## config.mk

```make
export PLATFORM = sky130hd
export DESIGN_NAME = hist_multi_engine
export DESIGN_NICKNAME = d
export VERILOG_FILES = /design/src/rtl/hist_multi_engine.sv
export SDC_FILE = /design/constraint.sdc
export NUM_CORES = 2
export LEC_CHECK = 0
export BUFFER_PORTS_ARGS = -buffer_cell sky130_fd_sc_hd__buf_2
export CORE_ASPECT_RATIO = 0.7
export CORE_UTILIZATION = 30
export CTS_CLUSTER_SIZE = 12
export DETAILED_ROUTE_END_ITERATION = 6
export PLACE_DENSITY_LB_ADDON = 0.12
export SYNTH_ARGS = -nofsm -noshare
export SYNTH_HDL_FRONTEND = slang
export SYNTH_SLANG_ARGS = --single-unit
```

## constraint.sdc

```tcl
create_clock -name sys_clk_i -period 2.8 [get_ports sys_clk_i]
set_input_delay 0.42 -clock sys_clk_i [delete_from_list [all_inputs] [get_ports sys_clk_i]]
set_output_delay 0.42 -clock sys_clk_i [all_outputs]
set_load 0.03 [all_outputs]
```

## src/rtl/hist_multi_engine.sv

```systemverilog
// Multi-channel frame histogram: per-channel bin RAMs with a 2-stage increment pipeline,
// frame-synchronous accumulation and valid/ready readout. Optional macro: HIST_SAT_EN.
module hist_multi_engine #(
  parameter int CH_NUM    = 3,
  parameter int BIN_BITS  = 5,
  parameter int CNT_WIDTH = 20
) (
  input  logic                          sys_clk_i,
  input  logic                          sys_rst_n_i,
  input  logic [CH_NUM*BIN_BITS-1:0]    bin_i,
  input  logic                          de_i,
  input  logic                          vsync_i,
  output logic                          hist_valid_o,
  input  logic                          hist_ready_i,
  output logic [BIN_BITS-1:0]           hist_bin_o,
  output logic [CH_NUM*CNT_WIDTH-1:0]   hist_data_o,
  output logic                          hist_last_o,
  output logic                          busy_o,
  output logic                          ovf_o
);

  localparam int BINS = 1 << BIN_BITS;

  localparam logic [2:0] ST_CLEAR = 3'd0;
  localparam logic [2:0] ST_WAIT  = 3'd1;
  localparam logic [2:0] ST_ACCUM = 3'd2;
  localparam logic [2:0] ST_DRAIN = 3'd3;
  localparam logic [2:0] ST_READ  = 3'd4;

  localparam logic [CNT_WIDTH-1:0] CNT_ONES = '1;
  localparam logic [CNT_WIDTH-1:0] CNT_ONE  = {{(CNT_WIDTH-1){1'b0}}, 1'b1};
  localparam logic [BIN_BITS-1:0]  BIN_LAST = '1;
  localparam logic [BIN_BITS-1:0]  BIN_ONE  = {{(BIN_BITS-1){1'b0}}, 1'b1};

  logic [2:0]           state;
  logic                 vsync_q;
  logic                 vsync_rise;
  logic [BIN_BITS-1:0]  clr_addr;
  logic [BIN_BITS-1:0]  rd_addr;
  logic                 drain_cnt;
  logic                 read_xfer;
  logic                 last_xfer;
  logic                 any_full;

  logic [BIN_BITS-1:0]  pix_bin [CH_NUM];
  logic                 p1_valid;
  logic [BIN_BITS-1:0]  p1_bin  [CH_NUM];
  logic [CNT_WIDTH-1:0] p1_rd   [CH_NUM];
  logic [CNT_WIDTH-1:0] wr_val  [CH_NUM];
  logic [CNT_WIDTH-1:0] mem     [CH_NUM][BINS];

  assign vsync_rise = vsync_i & ~vsync_q;
  assign read_xfer  = hist_valid_o & hist_ready_i;
  assign last_xfer  = read_xfer & hist_last_o;
  assign busy_o     = (state != ST_WAIT);

  always_comb begin
    for (int k = 0; k < CH_NUM; k++) begin
      pix_bin[k] = bin_i[k*BIN_BITS +: BIN_BITS];
    end
  end

  // Next count for the bin held in stage 1; the read value already carries any forwarded write.
  always_comb begin
    any_full = 1'b0;
    for (int k = 0; k < CH_NUM; k++) begin
`ifdef HIST_SAT_EN
      wr_val[k] = (p1_rd[k] == CNT_ONES) ? CNT_ONES : p1_rd[k] + CNT_ONE;
`else
      wr_val[k] = p1_rd[k] + CNT_ONE;
`endif
      if (p1_rd[k] == CNT_ONES) begin
        any_full = 1'b1;
      end
    end
  end

  always_ff @(posedge sys_clk_i or negedge sys_rst_n_i) begin
    if (!sys_rst_n_i) begin
      vsync_q <= 1'b0;
    end else begin
      vsync_q <= vsync_i;
    end
  end

  always_ff @(posedge sys_clk_i or negedge sys_rst_n_i) begin
    if (!sys_rst_n_i) begin
      state     <= ST_CLEAR;
      clr_addr  <= '0;
      drain_cnt <= 1'b0;
    end else begin
      case (state)
        ST_CLEAR: begin
          clr_addr <= clr_addr + BIN_ONE;
          if (clr_addr == BIN_LAST) begin
            state <= ST_WAIT;
          end
        end
        ST_WAIT: begin
          if (vsync_rise) begin
            state <= ST_ACCUM;
          end
        end
        ST_ACCUM: begin
          if (vsync_rise) begin
            state     <= ST_DRAIN;
            drain_cnt <= 1'b0;
          end
        end
        ST_DRAIN: begin
          drain_cnt <= 1'b1;
          if (drain_cnt) begin
            state <= ST_READ;
          end
        end
        ST_READ: begin
          if (last_xfer) begin
            state    <= ST_CLEAR;
            clr_addr <= '0;
          end
        end
        default: begin
          state    <= ST_CLEAR;
          clr_addr <= '0;
        end
      endcase
    end
  end

  // The frame-closing vsync cycle never launches a pixel, so DRAIN only sees the tail write.
  always_ff @(posedge sys_clk_i or negedge sys_rst_n_i) begin
    if (!sys_rst_n_i) begin
      p1_valid <= 1'b0;
      for (int k = 0; k < CH_NUM; k++) begin
        p1_bin[k] <= '0;
      end
    end else begin
      p1_valid <= (state == ST_ACCUM) && de_i && !vsync_rise;
      for (int k = 0; k < CH_NUM; k++) begin
        p1_bin[k] <= pix_bin[k];
      end
    end
  end

  // Bin storage has no reset; CLEAR sweeps it after every reset and every readout.
  always_ff @(posedge sys_clk_i) begin
    for (int k = 0; k < CH_NUM; k++) begin
      if (state == ST_CLEAR) begin
        mem[k][clr_addr] <= '0;
      end else if (p1_valid) begin
        mem[k][p1_bin[k]] <= wr_val[k];
      end
      if (p1_valid && (p1_bin[k] == pix_bin[k])) begin
        p1_rd[k] <= wr_val[k];
      end else begin
        p1_rd[k] <= mem[k][pix_bin[k]];
      end
    end
  end

  always_ff @(posedge sys_clk_i or negedge sys_rst_n_i) begin
    if (!sys_rst_n_i) begin
      ovf_o <= 1'b0;
    end else if (last_xfer) begin
      ovf_o <= 1'b0;
    end else if (p1_valid && any_full) begin
      ovf_o <= 1'b1;
    end
  end

  // Output register reloads only when empty or when the current word is accepted.
  always_ff @(posedge sys_clk_i or negedge sys_rst_n_i) begin
    if (!sys_rst_n_i) begin
      rd_addr      <= '0;
      hist_valid_o <= 1'b0;
      hist_last_o  <= 1'b0;
      hist_bin_o   <= '0;
      hist_data_o  <= '0;
    end else if (state == ST_READ) begin
      if (last_xfer) begin
        hist_valid_o <= 1'b0;
        hist_last_o  <= 1'b0;
        rd_addr      <= '0;
      end else if (!hist_valid_o || hist_ready_i) begin
        hist_valid_o <= 1'b1;
        hist_bin_o   <= rd_addr;
        hist_last_o  <= (rd_addr == BIN_LAST);
        rd_addr      <= rd_addr + BIN_ONE;
        for (int k = 0; k < CH_NUM; k++) begin
          hist_data_o[k*CNT_WIDTH +: CNT_WIDTH] <= mem[k][rd_addr];
        end
      end
    end else begin
      hist_valid_o <= 1'b0;
      hist_last_o  <= 1'b0;
      rd_addr      <= '0;
    end
  end

endmodule

```

# ---- Word-level counts from Yosys, hierarchy flattened
# Memory sizes are Yosys's and may differ from the RTL's.
# Cells that the tools add are included.
dict set report classes {
  n_addsub 5
  n_lt_le_gt_ge 12
  n_eq_ne 19
  mux 1989
  n_bitwise 1937
  n_reduce_logical 21
}
# operator n
set op_table {}
lappend op_table {{640-bit 2-to-1 mux} 4}
lappend op_table {{1-bit 2-to-1 mux} 1944}
lappend op_table {{1-bit OR} 1923}
lappend op_table {{20-bit binary-select mux with 5-bit select} 6}
lappend op_table {{20-bit demux with 5-bit select} 4}
lappend op_table {{20-bit 2-to-1 mux} 19}
lappend op_table {{20-bit by 1-bit adder with 20-bit output (second input constant)} 3}
lappend op_table {{20-bit equality test (second input constant)} 3}
lappend op_table {{6-bit >= comparator (second input constant)} 8}
lappend op_table {{5-bit NOT with 6-bit output} 8}
lappend op_table {{6-bit by 1-bit less-than comparator with 1-bit output (second input constant)} 4}
lappend op_table {{5-bit 2-to-1 mux} 4}
lappend op_table {{5-bit equality test} 3}
lappend op_table {{3-bit 2-to-1 mux} 5}
lappend op_table {{3-bit case mux with 5 select lines} 1}
lappend op_table {{5-bit case mux with 3 select lines} 1}
lappend op_table {{5-bit by 1-bit adder with 5-bit output (second input constant)} 2}
lappend op_table {{5-bit equality test (second input constant)} 2}
lappend op_table {{1-bit logical AND} 10}
lappend op_table {{2-bit inequality test (second input constant)} 5}
lappend op_table {{3-bit by 2-bit equality test with 1-bit output (second input constant)} 2}
lappend op_table {{5-bit AND reduction} 1}
lappend op_table {{2-bit AND reduction} 2}
lappend op_table {{2-bit nonzero test} 2}
lappend op_table {{other kinds (12)} 17}
dict set report totals {
  ff_bits 99
  mem_bits_rw 1980
  input_bits 20
  wordCells 3999
  n_memories 2
}
# memory words width read_ports rd_clocked_by_memory_dff wr line
set mem_list {}
lappend mem_list {mem 3 640 3 0 3 50} ;# logic [CNT_WIDTH-1:0] mem [CH_NUM][BINS];
lappend mem_list {p1_rd 3 20 3 0 3 48} ;# logic [CNT_WIDTH-1:0] p1_rd [CH_NUM];

# ---- Depth between registers and ports, before layout
dict set report logic_depth {
  depth_word 7
  ltp_mapped 9
  mapped_depth_nobuf 6
}

# ---- Worst setup path before layout
# OpenSTA, ideal clock, no wires.
dict set report synth_timing {
  path_kind {register to register}
  start {reg state[1]}
  end {mem mem[2][140] in the netlist's numbering (enable)}
  setup_ps 377
  arrival_ps 2166
  slack_ps 258
  stages_incl_launch_ff 8
  n_path_buf 2
  path_cell_list {dfrtp_1 -> buf_2 -> nor3_1 -> nand2b_1 -> nor3_1 -> nand2_1 -> clkbuf_1 -> nand2_1}
}
# item line
set synth_lines {}
lappend synth_lines {{start: declaration} 35} ;# logic [2:0] state;
lappend synth_lines {{start signal: assignment} 88} ;# state <= ST_CLEAR;
lappend synth_lines {{start signal: assignment} 96} ;# state <= ST_WAIT;
lappend synth_lines {{start signal: assignment} 101} ;# state <= ST_ACCUM;
lappend synth_lines {{end: declaration} 50}

==> run summary <==
crit-path cells -> nor3_1, buf_4, nand2b_1, nor3_1, buf_4, nand2_1, nand2_1, buf_12
clk root buf -> clkbuf_16
Worst VDD drop -> 0.5420 mV
CP Max Fanout -> 20
pin count of the biggest net entering global routing -> 42
Mapped Area -> 104,000 um^2
first-pass GRT wire length -> 572,000 um
Area Growth Syn to Fin -> 18.57%
clock latency on the worst-skew pair -> 0.94 ns
CP endpoint kind -> register
Hold Slack -> 0.05948 ns
Hold Path Class -> primary input to register
max incr delay on CP -> 0.69 ns
GP Congestion -> 0.8211
CTS Buf Count -> 229
die height -> 494.7 um
register area share after synthesis -> 58.95%
Synth top area share -> 55.42%
Core Util, Final -> 35.82%
CTS Buffer Depth -> 4
Hold Path Stages -> 2
Power, Total -> 98.96 mW
post-route ant nets -> 0
minimum clock period -> 2.732 ns
crit path kind -> register to register
Critical R2R Launch -> state[0]
largest area contributor in the netlist -> edfxtp_1
I/O pin count -> 89
number of max-cap violations -> 0
YS warnings -> 0
final hold viol count -> 0
via count -> 69,377
Finish-stage setup viols -> 0
EDFF count, synth -> 1,920
fillers -> 32,644
worst hold start -> bin_i[9]
CTS sink count -> 2,079
Slew HR -> 19.59%
Placed Area -> 116,100 um^2
grt total ovfl -> 0
Worst setup SP type -> register
DR pass1 iterations -> 5
clk slew on worst S/H paths -> 0.06 ns
Synth Register Bits -> 2,079
Clock Skew -> 0.08092 ns
CTS tree -> yes
DRC viols -> 0
ys flop type -> edfxtp_1
outcome -> finished clean
worst slew pin tran -> 1.200 ns
total track usage -> 23.34%
Area contributors post-synth -> edfxtp_1, mux4_2, nor2_1
vias per inst -> 5.643
cell row count -> 180
drt wl/cell -> 33.80 um
Cells after Synth -> 7,320
CTS H-Tree Depth -> 4
detailed placement HPWL -> 266,900 um
CP max-delay cell -> nor3_1
number of DRC markers in iteration 0 -> 8,345
met1 wire length -> 191,500 um
setup repair after global routing missed its margin -> true
final period utilization -> 97.55%
Cell variety after synth -> 54
met3 wire length -> 32,870 um
die area -> 349,200 um^2
Horiz. Die Dim -> 705.9 um
final wirelength -> 415,500 um
DR top layer -> met5
Nets -> 7,583
Starting Density -> 30.21%
Crit path required time -> 3.39 ns
CORE AREA -> 344,400 um^2
layout cells sized above 1 -> 28.79%
Reg2Reg Depth -> 8
fin worst setup slack -> 0.06848 ns
Achievable Freq -> 366.1 MHz
Syn Area/Cell -> 14.21 um^2
Post-synth ARST share -> 4.762%
PwrDens -> 802.2 nW/um^2
max-slew violations -> 0
DP Worst Slack -> -0.1323 ns
vias in the first global route -> 68,744
syn nets -> 7,350
leakage power -> 43.06 nW
IO Port Bufs -> 88
antenna violations before repair -> 16
CP arrival -> 3.32 ns
Routed met2 length -> 181,000 um
Critical Path Start -> state[0]
post-route cell area -> 123,400 um^2
state kept, by name (all words and copies together), names as in the netlist:
name and flops:
mem 1920, hist_data_o 60, p1_rd 60, p1_bin 15, clr_addr 5, hist_bin_o 5, rd_addr 5, state 3
drain_cnt 1, hist_last_o 1, hist_valid_o 1, ovf_o 1, p1_valid 1, vsync_q 1
timing repair:
action,4_1_cts,5_1_grt
buffers inserted,0,4
endpoints found under the hold margin,45,0
setup endpoints to repair,3,121
hold buffers,10,0
gates resized for setup,5,6
gates cloned,1,0
pin swaps,0,1
cell usage in the layout, fill, tap and decap left out, types with 23 or more instances in the layout:
cell type	count
a211oi_1	53
a21oi_1	68
a221o_1	51
a22o_1	59
a22oi_1	49
and3_1	25
buf_12	285
buf_2	80
buf_4	367
clkbuf_1	80
clkbuf_16	233
clkbuf_8	25
clkinv_1	33
clkinv_2	32
dfrtp_1	95
dfxtp_1	60
edfxtp_1	1920
mux2_2	145
mux2i_1	139
mux4_2	948
nand2_1	327
nand3_1	87
nor2_1	1984
nor2b_1	70
nor3_1	31
nor3b_1	24
o21ai_0	31
o22ai_1	122
xnor2_2	31
xor2_2	23
metrics by stage:
| step | instances | setup TNS (ns) |
|---|---|---|
| global placement | 11857 | -0.1418 |
| global route | 12292 | -0.8783 |
| detailed placement | 11857 | -0.1323 |
| CTS | 12286 | -0.006940 |
| finish | 12294 | 0 |
| floorplan | 7320 | 0 |
worst max-delay path, delay by kind of cell (launching register included):
kind                   cells  cell delay (ns)
buffers and inverters      3             0.67
flip-flops                 1             0.35
AND/OR/NAND/NOR            5             1.31
routing by layer:
layer  vias up  GRT usage (%)
li1      28391              -
met4         2          5.327
met5         -              0
met1     37122          35.64
met3       511          3.818
met2      3351          34.66
worst paths after layout:
check / to / slack [ns]
max: mem[2][152] / 0.07
min: p1_bin[9] / 0.06
max reg2reg: mem[2][152] / 0.07
min reg2reg: hist_bin_o[0] / 0.51
max in group asynchronous: hist_data_o[5] / 1.77
min in group asynchronous: hist_data_o[31] / 0.08
final cells by class:
type,instances,area (um^2),share of cell area [%]
inverter,21,78.83,0.06390
timing repair buffer,755,9183,7.444
clock inverter,84,654.4,0.5305
sequential,2079,61350,49.73
multi-input combinational,4467,39970,32.40
clock buffer,334,6420,5.204
tap,4550,5693,4.615
antenna,4,10.01,0.008114
where the power goes:
group          internal, mW  switching (mW)
clock                  16.6            13.2
combinational          15.2            17.9
sequential             34.6            1.32
Yosys cell counts, types with 11 or more instances:
cell      instances
nand3_1          89
mux4_2          948
mux2i_1         139
edfxtp_1       1920
buf_6            17
a211oi_1         56
nor4_1           20
nor2b_1          71
dfxtp_1          60
nand4_1          14
a22o_1           59
a221o_1          51
o22ai_1         122
buf_2           115
nand2_1         327
nor2_1         1987
xor2_1           37
buf_1            37
and3_1           25
o21ai_0          31
mux2_2          145
a21oi_1          69
xnor2_1          35
dfrtp_1          99
inv_1            19
a22oi_1          49
o211ai_1         12
nor3b_1          25
a221oi_1         15
buf_4            11
clkbuf_1        573
a31oi_1          11
nor3_1           33
logic make-up after synthesis:
| family | share of synthesized area (%) |
|---|---|
| buffers and inverters | 3.093 |
| adder cells (fa/ha/maj) | 0.1203 |
| AO/OA/AOI/OAI | 3.488 |
| flip-flops | 58.95 |
| XOR/XNOR | 0.6061 |
| multiplexers | 23.43 |
| AND/OR/NAND/NOR | 10.31 |
Power figures use the tool's default switching activity.
